<file path="src/rtl/fir_xifu_pkg.sv">
// Shared types for the FIR X-interface coprocessor unit: opcode encoding,
// writeback entry flags and per-entry retirement state.
package fir_xifu_pkg;

   typedef enum logic [1:0] {
      XFIR_OTHER = 2'd0,
      XFIRLW     = 2'd1,
      XFIRSW     = 2'd2,
      XFIRDOTP   = 2'd3
   } fir_xifu_instr_t;

   typedef enum logic [1:0] {
      WB_PEND,
      WB_WAITMEM,
      WB_READY,
      WB_DEAD
   } fir_xifu_wb_state_e;

   // Control half of a writeback entry; width-parametrised payload lives in
   // parallel arrays inside the buffer so ID/DATA widths stay free.
   typedef struct packed {
      logic            valid;
      fir_xifu_instr_t instr;
      logic            committed;
      logic            killed;
      logic            mem_done;
   } fir_xifu_wb_entry_t;

   function automatic logic is_mem_instr(fir_xifu_instr_t instr);
      return (instr == XFIRLW) || (instr == XFIRSW);
   endfunction

   function automatic fir_xifu_wb_state_e wb_state(fir_xifu_wb_entry_t e);
      if (!e.valid || (!e.killed && !e.committed)) return WB_PEND;
      if (e.killed) return WB_DEAD;
      if (is_mem_instr(e.instr) && !e.mem_done) return WB_WAITMEM;
      return WB_READY;
   endfunction

endpackage

</file>
<file path="src/rtl/fir_xifu_id_cam.sv">
// DEPTH-way instruction-ID match; one-hot hit vector over the valid entries.
module fir_xifu_id_cam #(
   parameter int DEPTH = 4,
   parameter int ID_W  = 4
) (
   input  logic                       en_i,
   input  logic [ID_W-1:0]            key_i,
   input  logic [DEPTH-1:0]           valid_i,
   input  logic [DEPTH-1:0][ID_W-1:0] ids_i,
   output logic [DEPTH-1:0]           hit_o
);

   for (genvar i = 0; i < DEPTH; i++) begin : g_way
      assign hit_o[i] = en_i & valid_i[i] & (ids_i[i] == key_i);
   end

endmodule

</file>
<file path="src/rtl/fir_xifu_wb_buf.sv">
// Multi-outstanding in-order writeback buffer for the FIR XIF unit: collects
// commit/kill and memory results per ID, retires via XIF result + FIR RF write.
module fir_xifu_wb_buf
   import fir_xifu_pkg::*;
#(
   parameter int DEPTH     = 4,
   parameter int ID_W      = 4,
   parameter int DATA_W    = 32,
   parameter int RF_ADDR_W = 2
) (
   input  logic                       clk_i,
   input  logic                       rst_ni,
   input  logic                       ex_valid_i,
   output logic                       ex_ready_o,
   input  logic [ID_W-1:0]            ex_id_i,
   input  fir_xifu_instr_t            ex_instr_i,
   input  logic [RF_ADDR_W-1:0]       ex_rd_i,
   input  logic [4:0]                 ex_rs1_i,
   input  logic [DATA_W-1:0]          ex_result_i,
   input  logic                       commit_valid_i,
   input  logic [ID_W-1:0]            commit_id_i,
   input  logic                       commit_kill_i,
   input  logic                       mem_result_valid_i,
   input  logic [ID_W-1:0]            mem_result_id_i,
   input  logic [DATA_W-1:0]          mem_rdata_i,
   output logic                       result_valid_o,
   input  logic                       result_ready_i,
   output logic [ID_W-1:0]            result_id_o,
   output logic [DATA_W-1:0]          result_data_o,
   output logic [4:0]                 result_rd_o,
   output logic                       result_we_o,
   output logic                       rf_write_o,
   output logic [RF_ADDR_W-1:0]       rf_addr_o,
   output logic [DATA_W-1:0]          rf_wdata_o,
   output logic                       kill_o,
   output logic [ID_W-1:0]            kill_id_o,
   output logic [$clog2(DEPTH):0]     occupancy_o
);

   localparam int IW = $clog2(DEPTH);
   localparam int PW = IW + 1;

   fir_xifu_wb_entry_t [DEPTH-1:0]        ent_q, ent_d;
   logic [DEPTH-1:0][ID_W-1:0]            id_q;
   logic [DEPTH-1:0][RF_ADDR_W-1:0]       rd_q;
   logic [DEPTH-1:0][4:0]                 rs1_q;
   logic [DEPTH-1:0][DATA_W-1:0]          result_q;
   logic [DEPTH-1:0][DATA_W-1:0]          rdata_q;
   logic [PW-1:0]                         head_q, head_d, tail_q, tail_d;
   logic                                  kill_q;
   logic [ID_W-1:0]                       kill_id_q;

   logic [IW-1:0]              head_idx, tail_idx;
   logic                       full, push, pop;
   fir_xifu_wb_entry_t         head_ent;
   fir_xifu_wb_state_e         head_st;
   logic                       head_mem, head_rf;
   logic [DEPTH-1:0]           cam_valid, cmt_hit, mem_hit;
   logic [DEPTH-1:0][ID_W-1:0] cam_ids;

   assign head_idx    = head_q[IW-1:0];
   assign tail_idx    = tail_q[IW-1:0];
   assign occupancy_o = tail_q - head_q;
   assign full        = (occupancy_o == PW'(DEPTH));
   assign ex_ready_o  = !full;
   assign push        = ex_valid_i & ex_ready_o;

   assign head_ent = ent_q[head_idx];
   assign head_st  = wb_state(head_ent);
   assign head_mem = is_mem_instr(head_ent.instr);
   assign head_rf  = (head_ent.instr == XFIRLW) || (head_ent.instr == XFIRDOTP);

   assign result_valid_o = (head_st == WB_READY);
   assign pop = (head_st == WB_DEAD) | (result_valid_o & result_ready_i);

   // The entry being pushed is visible to both lookups so early events land.
   for (genvar i = 0; i < DEPTH; i++) begin : g_view
      assign cam_valid[i] = ent_q[i].valid | (push & (tail_idx == IW'(i)));
      assign cam_ids[i]   = (push & (tail_idx == IW'(i))) ? ex_id_i : id_q[i];
   end

   fir_xifu_id_cam #(.DEPTH(DEPTH), .ID_W(ID_W)) u_cmt_cam (
      .en_i    (commit_valid_i),
      .key_i   (commit_id_i),
      .valid_i (cam_valid),
      .ids_i   (cam_ids),
      .hit_o   (cmt_hit)
   );

   fir_xifu_id_cam #(.DEPTH(DEPTH), .ID_W(ID_W)) u_mem_cam (
      .en_i    (mem_result_valid_i),
      .key_i   (mem_result_id_i),
      .valid_i (cam_valid),
      .ids_i   (cam_ids),
      .hit_o   (mem_hit)
   );

   always_comb begin
      ent_d = ent_q;
      for (int i = 0; i < DEPTH; i++) begin
         if (pop && (head_idx == IW'(i))) ent_d[i].valid = 1'b0;
         if (push && (tail_idx == IW'(i)))
            ent_d[i] = '{valid: 1'b1, instr: ex_instr_i, committed: 1'b0,
                         killed: 1'b0, mem_done: 1'b0};
         if (cmt_hit[i]) begin
            if (commit_kill_i) ent_d[i].killed    = 1'b1;
            else               ent_d[i].committed = 1'b1;
         end
         if (mem_hit[i] && !ent_d[i].killed) ent_d[i].mem_done = 1'b1;
      end
   end

   assign head_d = head_q + PW'(pop);
   assign tail_d = tail_q + PW'(push);

   always_ff @(posedge clk_i) begin
      if (!rst_ni) begin
         ent_q     <= '0;
         head_q    <= '0;
         tail_q    <= '0;
         kill_q    <= 1'b0;
         kill_id_q <= '0;
      end else begin
         ent_q     <= ent_d;
         head_q    <= head_d;
         tail_q    <= tail_d;
         kill_q    <= commit_valid_i & commit_kill_i & (|cmt_hit);
         kill_id_q <= commit_id_i;
      end
   end

   // Payload needs no reset: every read is qualified by a valid entry.
   always_ff @(posedge clk_i) begin
      if (push) begin
         id_q[tail_idx]     <= ex_id_i;
         rd_q[tail_idx]     <= ex_rd_i;
         rs1_q[tail_idx]    <= ex_rs1_i;
         result_q[tail_idx] <= ex_result_i;
      end
      for (int i = 0; i < DEPTH; i++)
         if (mem_hit[i] && !ent_d[i].killed) rdata_q[i] <= mem_rdata_i;
   end

   assign result_id_o   = result_valid_o ? id_q[head_idx] : '0;
   assign result_data_o = result_valid_o ? result_q[head_idx] : '0;
   assign result_we_o   = result_valid_o & head_mem;
   assign result_rd_o   = result_we_o ? rs1_q[head_idx] : 5'd0;

   assign rf_write_o = result_valid_o & result_ready_i & head_rf;
   assign rf_addr_o  = rf_write_o ? rd_q[head_idx] : '0;
   assign rf_wdata_o = !rf_write_o ? '0 :
                       (head_ent.instr == XFIRLW) ? rdata_q[head_idx] : result_q[head_idx];

   assign kill_o    = kill_q;
   assign kill_id_o = kill_q ? kill_id_q : '0;

   a_uniq_id: assert property (@(posedge clk_i) disable iff (!rst_ni)
      $onehot0(cmt_hit) && $onehot0(mem_hit));

endmodule

</file>
<file path="config.mk">
export PLATFORM = sky130hd
export DESIGN_NAME = fir_xifu_wb_buf
export DESIGN_NICKNAME = d
export VERILOG_FILES = /design/src/rtl/fir_xifu_pkg.sv /design/src/rtl/fir_xifu_id_cam.sv /design/src/rtl/fir_xifu_wb_buf.sv
export SDC_FILE = /design/constraint.sdc
export NUM_CORES = 1
export LEC_CHECK = 0
export BUFFER_PORTS_ARGS = -buffer_cell sky130_fd_sc_hd__buf_2
export CAP_MARGIN = 20
export CORE_MARGIN = 2
export CORE_UTILIZATION = 50
export DETAILED_ROUTE_END_ITERATION = 7
export MAX_ROUTING_LAYER = met4
export PLACE_DENSITY_LB_ADDON = 0.25
export SLEW_MARGIN = 20
export SYNTH_ARGS = -nofsm -noshare
export SYNTH_HDL_FRONTEND = slang
export SYNTH_SLANG_ARGS = --single-unit
</file>
<file path="constraint.sdc">
create_clock -name clk_i -period 6.2 [get_ports clk_i]
set_clock_uncertainty 0.2 [all_clocks]
set_input_delay 1.24 -clock clk_i [delete_from_list [all_inputs] [get_ports clk_i]]
set_output_delay 1.24 -clock clk_i [all_outputs]
set_load 0.01 [all_outputs]
</file>
# Word level (Yosys, flattened, before mapping)
# Cells that the tools add are included.
[totals]
register_bits = 335
elab_cells = 210
[classes]
addsub = 3
n_lt_le_gt_ge = 3
eq_ne = 20
muxes = 71
bitwise = 31
reduce_logical = 38
[op_table]
columns = ["operator", "n"]
rows = [
  ["2-to-1 mux 32 bit", 6],
  ["binary-select mux 32 bit (select 2 bit)", 2],
  ["bitwise mux 128 bit", 1],
  ["demux 32 bit (select 2 bit)", 1],
  ["== test 4 bit", 8],
  ["2-to-1 mux 4 bit", 8],
  ["2-to-1 mux 6 bit", 5],
  ["AND 1 bit", 26],
  ["2-to-1 mux 2 bit", 13],
  ["2-to-1 mux 1 bit", 22],
  ["bitwise mux 20 bit", 1],
  ["bitwise mux 16 bit", 1],
  ["== test 2 bit, second input constant", 8],
  ["nonzero test 2 bit", 8],
  ["logical AND 1 bit", 15],
  ["2-to-1 mux 5 bit", 3],
  ["binary-select mux 6 bit (select 2 bit)", 1],
  ["binary-select mux 5 bit (select 2 bit)", 1],
  ["demux 5 bit (select 2 bit)", 1],
  ["logical NOT 1 bit", 9],
  ["binary-select mux 4 bit (select 2 bit)", 1],
  ["bitwise mux 8 bit", 1],
  ["demux 4 bit (select 2 bit)", 1],
  ["adder 3 x 1 -> 3 bit", 2],
  ["11 further kinds", 21],
]

# Logic depth before layout (Yosys ltp)
# Gate-level depths: netlist (run 1).
[logic_depth]
word_depth = 23
depth_mapped = 14
ltp_nobuf = 11

# Hierarchy
# A second synthesis (run 1) with hierarchy kept.
[unflattened]
cells_unflattened = 799
hier_area_um2 = 13974.7
[by_module_without_submodules]
columns = ["mod", "n_inst", "cells_per_inst", "area_per_inst_um2"]
rows = [
  ["fir_xifu_wb_buf", 1, 745, 13536.7],
  ["fir_xifu_id_cam", 2, 27, 219.0],
]

# Worst setup path before layout (run 1)
# OpenSTA, ideal clock, no wires.
[synth_timing]
path_type = "in2reg"
start = "input ex_valid_i"
end = "register rdata_q[64] (netlist bit) (enable)"
setup_time_ns = 0.468
arrival_time_ns = 4.769
required_ns = 5.532
setup_slack_ns = 0.763
stages = 6
n_path_buf = 1
path_cell_list = "and3b_1 -> o21ai_1 -> buf_4 -> inv_2 -> a221o_1 -> nor3b_1"
[synth_between]
elab_chain_cells = 8
word_cells_on_any_way = 16
[synth_lines]
columns = ["element", "line", "rtl"]
rows = [
  ["start: declaration", "fir_xifu_wb_buf.sv:13", "input logic ex_valid_i,"],
  ["AND 1 bit (*)", "fir_xifu_wb_buf.sv:66", "assign push = ex_valid_i & ex_ready_o;"],
  ["AND 1 bit", "fir_xifu_wb_buf.sv:78, fir_xifu_wb_buf.sv:79", ""],
  ["2-to-1 mux 4 bit or OR 1 bit (tied branches)", "fir_xifu_wb_buf.sv:79, fir_xifu_wb_buf.sv:78", ""],
  ["== test 4 bit or AND 1 bit (tied branches)", "fir_xifu_id_cam.sv:14", "assign hit_o[i] = en_i & valid_i[i] & (ids_i[i] == key_i);"],
  ["AND 1 bit", "fir_xifu_id_cam.sv:14", ""],
  ["2-to-1 mux 2 bit", "fir_xifu_wb_buf.sv:105", "if (cmt_hit[i]) begin"],
  ["logical NOT 1 bit", "fir_xifu_wb_buf.sv:141", "if (mem_hit[i] && !ent_d[i].killed) rdata_q[i] <= mem_rdata_i;"],
  ["logical AND 1 bit (*)", "fir_xifu_wb_buf.sv:141", ""],
  ["end signal: indexed assignment", "fir_xifu_wb_buf.sv:141", ""],
  ["end: declaration", "fir_xifu_wb_buf.sv:48", "logic [DEPTH-1:0][DATA_W-1:0] rdata_q;"],
]
# Every way passes the cells marked *; elsewhere a longest branch is shown, timed or not. The select of a mux whose other input is x is not followed.
# A chain may end at the register's enable or synchronous reset.

# Final worst setup path (run 1)
[layout_timing]
start = "register head_q[0]"
end = "output rf_wdata_o[10]"
[layout_between]
elab_chain_cells = 15
word_cells_on_any_way = 34
[layout_lines]
columns = ["element", "line", "rtl"]
rows = [
  ["start: declaration", "fir_xifu_wb_buf.sv:49", "logic [PW-1:0] head_q, head_d, tail_q, tail_d;"],
  ["start signal: assignment", "fir_xifu_wb_buf.sv:119", "head_q <= '0;"],
  ["start signal: assignment", "fir_xifu_wb_buf.sv:125", "head_q <= head_d;"],
  ["binary-select mux 6 bit (select 2 bit)", "fir_xifu_wb_buf.sv:68", "assign head_ent = ent_q[head_idx];"],
  ["2-to-1 mux 6 bit (implied by the code)", "fir_xifu_wb_buf.sv:68", ""],
  ["== test 2 x 1 -> 1 bit or == test 2 bit (tied branches)", "fir_xifu_pkg.sv:30, fir_xifu_wb_buf.sv:71, fir_xifu_wb_buf.sv:152", ""],
  ["logical OR 1 bit", "fir_xifu_pkg.sv:30", "return (instr == XFIRLW) || (instr == XFIRSW);"],
  ["logical AND 1 bit", "fir_xifu_pkg.sv:36", "if (is_mem_instr(e.instr) && !e.mem_done) return WB_WAITMEM;"],
  ["2-to-1 mux 1 bit (2 in series)", "fir_xifu_pkg.sv:36", ""],
  ["2-to-1 mux 1 bit", "fir_xifu_pkg.sv:35", "if (e.killed) return WB_DEAD;"],
  ["2-to-1 mux 2 bit", "fir_xifu_pkg.sv:37", "return WB_READY;"],
  ["2-to-1 mux 2 bit", "fir_xifu_pkg.sv:36", ""],
  ["2-to-1 mux 2 bit", "fir_xifu_pkg.sv:35", ""],
  ["== test 2 bit", "fir_xifu_wb_buf.sv:73", "assign result_valid_o = (head_st == WB_READY);"],
  ["AND 1 bit (2 in series)", "fir_xifu_wb_buf.sv:149", "assign rf_write_o = result_valid_o & result_ready_i & head_rf;"],
  ["2-to-1 mux 32 bit (*)", "fir_xifu_wb_buf.sv:151", "assign rf_wdata_o = !rf_write_o ? '0 :"],
  ["end: declaration", "fir_xifu_wb_buf.sv:34", "output logic [DATA_W-1:0] rf_wdata_o,"],
]
# Marks and branches as above.

==> results of run 1 <==
## sequential cells by signal (all words and copies together) (netlist names)
signal	cells
rs1_q	20
tail_q	3
id_q	16
rd_q	8
rdata_q	128
kill_o	1
ent_q	24
kill_id_q	4
result_q	128
head_q	3
## layout by cell type, fill, tap and decap left out, types with 3 or more instances in the layout
master                      instances
sky130_fd_sc_hd__or4_1              3
sky130_fd_sc_hd__xnor2_1           24
sky130_fd_sc_hd__nor2b_1           45
sky130_fd_sc_hd__inv_2              4
sky130_fd_sc_hd__clkbuf_16         36
sky130_fd_sc_hd__edfxtp_1         300
sky130_fd_sc_hd__buf_2            178
sky130_fd_sc_hd__clkinv_2           3
sky130_fd_sc_hd__mux4_2            80
sky130_fd_sc_hd__o31ai_1            4
sky130_fd_sc_hd__dfxtp_1           33
sky130_fd_sc_hd__and2_1            22
sky130_fd_sc_hd__nand2_1           24
sky130_fd_sc_hd__clkbuf_1          15
sky130_fd_sc_hd__mux2i_1           44
sky130_fd_sc_hd__inv_1             20
sky130_fd_sc_hd__nor4_1             3
sky130_fd_sc_hd__nand3_1           11
sky130_fd_sc_hd__buf_4             14
sky130_fd_sc_hd__diode_2            8
sky130_fd_sc_hd__nand4_1            3
sky130_fd_sc_hd__a21oi_1           15
sky130_fd_sc_hd__o21ai_0            7
sky130_fd_sc_hd__nor2_1            45
sky130_fd_sc_hd__bufinv_16          3
sky130_fd_sc_hd__clkinv_1           5
sky130_fd_sc_hd__xor2_1            11
sky130_fd_sc_hd__nor3_1             7
sky130_fd_sc_hd__ha_1               5
## stage by stage
stage               area [um^2]  instances
finish                    16300       1386
global route              16300       1386
CTS                       16300       1378
detailed placement        15200       1313
global placement          15200       1313
floorplan                 13900        789
## final cells by class
class | instances | area share [%]
timing repair buffer | 193 | 6.22
clock inverter | 13 | 0.911
antenna | 8 | 0.122
tap | 378 | 2.89
clock buffer | 52 | 5.94
sequential | 335 | 59.5
inverter | 24 | 0.551
multi-input combinational | 383 | 23.9
## worst paths after layout
check / endpoint / slack [ns] / cells past startpoint
setup / recovery: rf_wdata_o[10] / 1.20 / 6
hold / removal: ent_q[16] / 0.26 / 2
setup reg to reg: rdata_q[124] / 2.23 / 7
hold reg to reg: ent_q[16] / 0.26 / 2
## power groups by stage
| stage | combinational [mW] | sequential (mW) | clock (mW) |
|---|---|---|---|
| after global routing | 0.285 | 2.56 | 2.17 |
| after detailed placement | 0.260 | 2.60 | 0 |
| final | 0.261 | 2.55 | 2.04 |
| after global placement | 0.256 | 2.60 | 0 |
| after floorplan | 0.151 | 2.59 | 0 |
| after CTS | 0.261 | 2.55 | 2.07 |
## cell families (layout without fill, tap and decap cells)
kind of cell | count (synthesis) | count (layout) | share of synthesized area (%)
xor gates and xnor gates | 36 | 36 | 2.38
AOI/OAI and AO/OA | 42 | 42 | 2.18
other | 0 | 8 | 0
DFF | 335 | 335 | 69.9
buffers and inverters | 71 | 282 | 2.17
adders and majority gates | 7 | 7 | 0.685
and+or+nand+nor | 174 | 174 | 6.52
muxes | 124 | 124 | 16.1
## tightest hold or removal path, stage by stage (launching register included)
cell	delay (ns)
sky130_fd_sc_hd__dfxtp_1	0.31
sky130_fd_sc_hd__nand2_1	0.05
sky130_fd_sc_hd__a21oi_1	0.05
## metal layers
layer / vias to the layer above / track usage [%]
li1: 3445 / -
met1: 3848 / 28.9
met2: 268 / 33.8
met3: 42 / 4.74
met4: 0 / 5.80
met5: - / -
==> run summary, run 1 <==
Status
- complete, no violations — result of the run

Timing
- 0.200 GHz — maximum clock frequency
- 0 — final max-slew violation count
- 80.6% — ratio of final minimum period to clock period
- 0 — count of endpoints failing hold in the final timing report
- 1.20 ns — slack of the critical path
- 0 ns — Final TNS setup
- false — setup repair after global routing missed its margin
- 41.2% — Relative slew margins
- 5.00 ns — fin crit period
- 0 — Final setup viols
- 0.883 ns — slew of the pin with the lowest slew margin
- 0.257 ns — tightest hold margin

Synthesis
- 69.9% — sequential-to-total area share from yosys stat
- sky130_fd_sc_hd__edfxtp_1 — Synth area leader
- 0% — share of flip-flops with an asynchronous set or reset
- 46 — synth unique cells
- 300 — count of flip-flops with a built-in enable after synthesis
- sky130_fd_sc_hd__edfxtp_1 (65%), sky130_fd_sc_hd__mux4_2 (13%), sky130_fd_sc_hd__dfxtp_1 (5.0%), sky130_fd_sc_hd__mux2i_1 (3.2%), sky130_fd_sc_hd__nor2b_1 (2.0%) — top area cells in the synthesized netlist
- sky130_fd_sc_hd__edfxtp_1 (300), sky130_fd_sc_hd__mux4_2 (80), sky130_fd_sc_hd__nor2_1 (45), sky130_fd_sc_hd__nor2b_1 (45), sky130_fd_sc_hd__mux2i_1 (44) — most used standard cells in the synthesized netlist
- 888 — Syn Nets
- 17.6 um^2 — mean cell area of the mapped netlist
- 0 — Synth Warn #
- 64.9% — area share of the largest cell type after synthesis
- 13900 um^2 — Post-Syn Area
- sky130_fd_sc_hd__edfxtp_1 — flip-flop cell with the highest count after synthesis
- 335 — synthesized flop and latch total
- 789 — Mapped Cells
- sky130_fd_sc_hd__edfxtp_1 — cell with the most instances after synthesis

CTS
- 0.51 ns — source-to-sink clock delay at the later pin of the worst-skew pair
- 3 — buffer depth of the longest clock path
- 0 — CTS hold repair buffers
- yes — clock tree from TritonCTS
- sky130_fd_sc_hd__clkbuf_16 — Clock Root Buffer
- 335 — Sink Count
- 0 — setup repair bufs after CTS
- 0.06 ns — clock slew at the register clock pins of the worst setup and hold paths
- 0 — post-cts repair resize count
- 36 — CTS buffer count
- 2 — H-tree levels

Route
- 2140 um — DR WL met3
- 21.7 um — Routed wire per std cell
- 0 — post-detailed-route count of antenna-violating nets
- 14600 um — total met2 wirelength after detailed routing
- met4 — top layer in use
- 8 — Pre-Repair DR Iteration Count
- 5.49 — drt via density
- 650 — 1st-iter DRT viols
- 12700 um — sum of routed wire segments on met1
- 0 — DRC
- 30100 um — WL final
- 7603 — Via Count

Job
- 0 — max capacitance violation total

Layout
- 1072 — # nets final
- 33.4% — fraction of final layout cells sized beyond drive strength 1
- 2118 — FILL cells
- 3910 um^2 — area of combinational cells with multiple inputs
- 17.7% — layout-stage area growth over the synthesis result
- 9720 um^2 — Seq. cell area
- 59.3% — utilization after layout

Floorplanning
- 29100 um^2 — Die Outline Area
- 50.4% — starting utilization of the core area
- 27600 um^2 — core region area
- 61 — row cnt
- 171 um — Die Width
- 171 um — Chip Height
- 179 — I/O Pins

Global routing
- 47 — maximum number of pins on one net before global-route repair
- 8 — number of antenna violations at the first check in global routing
- 7668 — via count of the first global-routing pass
- 45100 um — global-route wire length before repair
- 0 — residual overflow from global routing
- 21.6% — GRT Util Overall

Worst setup path
- sky130_fd_sc_hd__buf_4 — CP dominant cell by count
- 0.77 ns — stage delay of the slowest cell on the critical path
- register — sort of element at the start of the critical path
- reg -> out — class of the most critical setup path
- sky130_fd_sc_hd__buf_4 — cell type of the slowest stage on the worst timing path
- 3 — count of buffer and inverter cells on the critical path
- 3.56 ns — data arrival time of the critical path
- buf_4, buf_4, mux4_2, mux2i_1, nor2_1, buf_2 — crit-path cells
- buffers and inverters — Crit path max-delay family
- 4.76 ns — required time of the critical path
- 42 — highest fanout seen on the critical path
- head_q[1] — Crit Reg-Reg Startpoint
- head_q[0] — worst setup path start
- output port — critical path endpoint category

Placed design
- 18200 um — placed wire-length estimate
- 1.61 ns — minimum setup slack after placement
- 178 — buffers added on ports
- 0.831 — RePlAce Congestion

Power and ir drop
- 42.1% — Clock power frac
- 297 nW/um^2 — power per cell area
- 52.6% — sequential share of power
- 0.234 mV — VDD IR max
- 5.69 nW — leakage power total
- 20.7% — switching part of the total power
- 4.86 mW — total design power
- 1.01 mW — Psw
- 5.4% — relative contribution of combinational cells to total power
- 3.85 mW — Internal Pwr Total

Hold path
- reg -> reg — class of the worst hold path
- ent_q[16] — Worst Min Path Start

(Power assumes the default switching activity.)
==> run 2, diff against run 1 <==
Settings changed: ABC_AREA set to 1.
Clock period 6.2 ns to 4.6 ns, I/O delays scaled along.
==> run 2 against run 1 <==
  * Cell count rose by 28%
  * Area after synthesis fell by 0.17%
  * Utilization rose by 0.68 points
  * Global-route usage up 3.7 points
  * Die area down 0.16%
  * Largest cell class unchanged
==> run summary, run 2 <==
Hold path
- reg -> reg — class of the worst hold path, unchanged

Timing
- 0.230 GHz — maximum clock frequency
- 0.256 ns — slack of the critical path, was 1.20 ns
- 0 — final max-slew violation count, unchanged
- 0 ns — Final TNS setup, unchanged
- 0 — Final setup viols, unchanged
- false — setup repair after global routing missed its margin, unchanged
- 0 — count of endpoints failing hold in the final timing report, unchanged
- 0.256 ns — tightest hold margin, was 0.257 ns
- 34.5% — Relative slew margins, was 41.2%
- 4.34 ns — fin crit period
- 94.4% — ratio of final minimum period to clock period
- 0.983 ns — slew of the pin with the lowest slew margin, was 0.883 ns

Synthesis
- sky130_fd_sc_hd__edfxtp_1 (300), sky130_fd_sc_hd__nand2_1 (157), sky130_fd_sc_hd__nor2_1 (152), sky130_fd_sc_hd__o22ai_1 (106), sky130_fd_sc_hd__inv_1 (102) — most used standard cells in the synthesized netlist, was sky130_fd_sc_hd__edfxtp_1 (300), sky130_fd_sc_hd__mux4_2 (80), sky130_fd_sc_hd__nor2_1 (45), sky130_fd_sc_hd__nor2b_1 (45), sky130_fd_sc_hd__mux2i_1 (44)
- 33 — synth unique cells, was 46
- simple AND/OR/NAND/NOR gates — dominant combinational cell family by area after synthesis, was multiplexers
- 0 — Synth Warn #, unchanged
- 11.3% — compound-cell area share of the yosys netlist, was 2.18%
- 1192 — Mapped Cells, was 789
- 65.0% — area share of the largest cell type after synthesis, was 64.9%
- 0% — share of flip-flops with an asynchronous set or reset, unchanged
- 1291 — Syn Nets, was 888
- 13900 um^2 — Post-Syn Area, about the same
- 335 — synthesized flop and latch total, unchanged
- sky130_fd_sc_hd__edfxtp_1 — Synth area leader, unchanged
- 12.7% — Synth Area in Simple Gates, was 6.52%
- sky130_fd_sc_hd__edfxtp_1 — cell with the most instances after synthesis, unchanged
- 70.0% — sequential-to-total area share from yosys stat, was 69.9%
- 0.686% — Synth Area in Adders, was 0.685%
- 0% — multiplexer fraction of the synthesized cell area, was 16.1%
- 0.379% — xor/xnor share of the synthesized area, was 2.38%
- sky130_fd_sc_hd__edfxtp_1 — flip-flop cell with the highest count after synthesis, unchanged
- 300 — count of flip-flops with a built-in enable after synthesis, unchanged
- 11.6 um^2 — mean cell area of the mapped netlist, was 17.6 um^2
- sky130_fd_sc_hd__edfxtp_1 (65%), sky130_fd_sc_hd__dfxtp_1 (5.1%), sky130_fd_sc_hd__o22ai_1 (4.8%), sky130_fd_sc_hd__nand2_1 (4.3%), sky130_fd_sc_hd__nor2_1 (4.1%) — top area cells in the synthesized netlist, was sky130_fd_sc_hd__edfxtp_1 (65%), sky130_fd_sc_hd__mux4_2 (13%), sky130_fd_sc_hd__dfxtp_1 (5.0%), sky130_fd_sc_hd__mux2i_1 (3.2%), sky130_fd_sc_hd__nor2b_1 (2.0%)

Route
- 5 — Pre-Repair DR Iteration Count, was 8
- 0 — post-detailed-route count of antenna-violating nets, unchanged
- 35800 um — WL final, was 30100 um
- 851 — 1st-iter DRT viols, was 650
- 9942 — Via Count, was 7603
- 20.2 um — Routed wire per std cell, was 21.7 um
- 0 — DRC, unchanged
- 5.61 — drt via density, was 5.49

Power and ir drop
- 22.5% — switching part of the total power, was 20.7%
- 6.49 mW — total design power, was 4.86 mW
- 53.1% — sequential share of power, was 52.6%
- 399 nW/um^2 — power per cell area, was 297 nW/um^2
- 40.4% — Clock power frac, was 42.1%
- 1.46 mW — Psw, was 1.01 mW
- 5.03 mW — Internal Pwr Total, was 3.85 mW
- 0.355 mV — VDD IR max, was 0.234 mV
- 6.5% — relative contribution of combinational cells to total power, was 5.4%
- 6.42 nW — leakage power total, was 5.69 nW

Layout
- 2223 — FILL cells, was 2118
- 3500 um^2 — area of combinational cells with multiple inputs, was 3910 um^2
- 9710 um^2 — Seq. cell area, was 9720 um^2
- 60.0% — utilization after layout, was 59.3%
- 19.6% — fraction of final layout cells sized beyond drive strength 1, was 33.4%
- sky130_fd_sc_hd__edfxtp_1 (300), sky130_fd_sc_hd__buf_2 (178), sky130_fd_sc_hd__nand2_1 (155) — most frequent cells in the layout, was sky130_fd_sc_hd__edfxtp_1 (300), sky130_fd_sc_hd__buf_2 (178), sky130_fd_sc_hd__mux4_2 (80)
- 17.3% — layout-stage area growth over the synthesis result, was 17.7%
- rdata_q: 128 flops, result_q: 128 flops, ent_q: 24 flops — top flop regs, unchanged
- sky130_fd_sc_hd__edfxtp_1 — leading cell type in the layout, fill and taps excluded, unchanged
- 1471 — # nets final, was 1072

Global routing
- 69 — maximum number of pins on one net before global-route repair, was 47
- 5.23% — met3 usage in global routing, was 4.74%
- 40.1% — GR Layer Usage met2, was 33.8%
- met2 — busiest layer in global routing, unchanged
- 53700 um — global-route wire length before repair, was 45100 um
- 33.5% — GR Util met1, was 28.9%
- 4 — number of antenna violations at the first check in global routing, was 8
- 9435 — via count of the first global-routing pass, was 7668
- 0 — residual overflow from global routing, unchanged
- 25.3% — GRT Util Overall, was 21.6%

CTS
- 3 — buffer depth of the longest clock path, unchanged
- 2 — H-tree levels, unchanged
- 0.53 ns — source-to-sink clock delay at the later pin of the worst-skew pair, was 0.51 ns
- 0.06 ns — clock slew at the register clock pins of the worst setup and hold paths, about the same
- 335 — Sink Count, unchanged
- 35 — CTS buffer count, was 36
- 0 — CTS hold repair buffers, unchanged
- sky130_fd_sc_hd__clkbuf_16 — Clock Root Buffer, unchanged
- yes — clock tree from TritonCTS, unchanged

Worst setup path
- head_q[1] — worst setup path start, was head_q[0]
- tail_q[0] — Crit Reg-Reg Startpoint, was head_q[1]
- 3.48 ns — required time of the critical path, was 4.76 ns
- sky130_fd_sc_hd__dfxtp_1 — cell type of the slowest stage on the worst timing path, was sky130_fd_sc_hd__buf_4
- 4 — count of buffer and inverter cells on the critical path, was 3
- inv_2, nand2_2, inv_2, a22oi_1, nand3_1, ha_2, a21oi_1, nand4_1, nand2_1, nor2_4, nand3_4, buf_4, a31oi_1, buf_2 — crit-path cells, was buf_4, buf_4, mux4_2, mux2i_1, nor2_1, buf_2
- 0.68 ns — worst reg-to-reg setup slack, was 2.23 ns
- 16 — number of cells traversed by the worst register-to-register path, was 7
- 3.22 ns — data arrival time of the critical path, was 3.56 ns
- simple AND/OR/NAND/NOR gates — Crit path max-delay family, was buffers and inverters
- rf_addr_o[0] — capturing element of the worst setup path, was rf_wdata_o[10]
- sky130_fd_sc_hd__inv_2 — CP dominant cell by count, was sky130_fd_sc_hd__buf_4
- 13 — highest fanout seen on the critical path, was 42
- output port — critical path endpoint category, unchanged
- 0.48 ns — stage delay of the slowest cell on the critical path, was 0.77 ns
- 14 — number of stages on the worst setup path, was 6
- reg -> out — class of the most critical setup path, unchanged
- rdata_q[110] — reg2reg end, was rdata_q[124]
- register — sort of element at the start of the critical path, unchanged

Floorplanning
- 171 um — Chip Height, about the same
- 171 um — Die Width, about the same
- 29100 um^2 — Die Outline Area, about the same
- 179 — I/O Pins, unchanged
- 27100 um^2 — core region area, was 27600 um^2
- 51.2% — starting utilization of the core area, was 50.4%
- 60 — row cnt, was 61

Placed design
- 178 — buffers added on ports, unchanged
- 0.885 — RePlAce Congestion, was 0.831
- 21800 um — placed wire-length estimate, was 18200 um
- 0.600 ns — minimum setup slack after placement, was 1.61 ns

Status
- complete, no violations — result of the run, unchanged

Job
- 0 — max capacitance violation total, unchanged

## run 2: how the worst min path moves through the flow
| stage | from | to | slack, ns | cells past startpoint |
|---|---|---|---|---|
| 2_1_floorplan | ent_q[22] | ent_q[22] | 0.23 | 2 |
| 3_3_place_gp | ent_q[16] | ent_q[16] | 0.25 | 2 |
| 4_1_cts | ent_q[16] | ent_q[16] | 0.26 | 2 |
| 6_report | ent_q[16] | ent_q[16] | 0.26 | 2 |
| 3_5_place_dp | ent_q[16] | ent_q[16] | 0.25 | 2 |
| 5_1_grt | ent_q[16] | ent_q[16] | 0.29 | 2 |
## run 2: timing repair
item                                    4_1_cts  5_1_grt
setup buffers                                 0        2
endpoints found under the hold margin         0        0
gates resized for setup                       0        4
endpoints found under the setup margin        0       47
## run 2: cell families after synthesis
| group | count (synthesis) |
|---|---|
| xor+xnor | 6 |
| simple gates | 412 |
| flops | 335 |
| buf+inv | 171 |
| compound gates | 261 |
| fa+ha+maj | 7 |
## run 2: worst register-to-register path, stage by stage, from the launching register on
cell and delay (ns):
sky130_fd_sc_hd__dfxtp_1 0.45, sky130_fd_sc_hd__inv_2 0.07, sky130_fd_sc_hd__ha_1 0.19, sky130_fd_sc_hd__fa_1 0.51, sky130_fd_sc_hd__nand2_1 0.09, sky130_fd_sc_hd__inv_1 0.04, sky130_fd_sc_hd__nand3_2 0.13, sky130_fd_sc_hd__buf_4 0.31
sky130_fd_sc_hd__nand3_4 0.28, sky130_fd_sc_hd__nand2_1 0.14, sky130_fd_sc_hd__nand2_1 0.12, sky130_fd_sc_hd__xor2_1 0.17, sky130_fd_sc_hd__nand2_1 0.08, sky130_fd_sc_hd__nor2_1 0.09, sky130_fd_sc_hd__nand3_1 0.13, sky130_fd_sc_hd__inv_1 0.09
sky130_fd_sc_hd__buf_4 0.45
## run 2: metrics by stage
stage          std cells  area (um^2)
2_1_floorplan       1192        13900
5_1_grt             1772        16300
6_report            1772        16300
3_3_place_gp        1705        15200
4_1_cts             1766        16200
3_5_place_dp        1705        15200
## run 2: per-layer routing
| metal | wire, um | vias up |
|---|---|---|
| met1 | 15300 | 4806 |
| met5 | 0 | - |
| li1 | - | 4658 |
| met3 | 2850 | 52 |
| met2 | 17000 | 426 |
| met4 | 682 | 0 |
## run 2: power by group through the flow
stage          sequential, mW  clock, mW  combinational, mW
6_report                 3.44       2.62              0.424
5_1_grt                  3.45       2.76              0.469
4_1_cts                  3.44       2.66              0.424
3_5_place_dp             3.51          0              0.422
3_3_place_gp             3.51          0              0.418
2_1_floorplan            3.50          0              0.234
## run 2: final cells by class
class	count	share of cell area [%]
well taps	372	2.86
flip-flops and latches	335	59.7
clock buffers	47	5.66
inverters	112	2.60
clock inverters	14	0.777
diodes	4	0.0616
repair buffers	202	6.82
multi-input cells	686	21.5
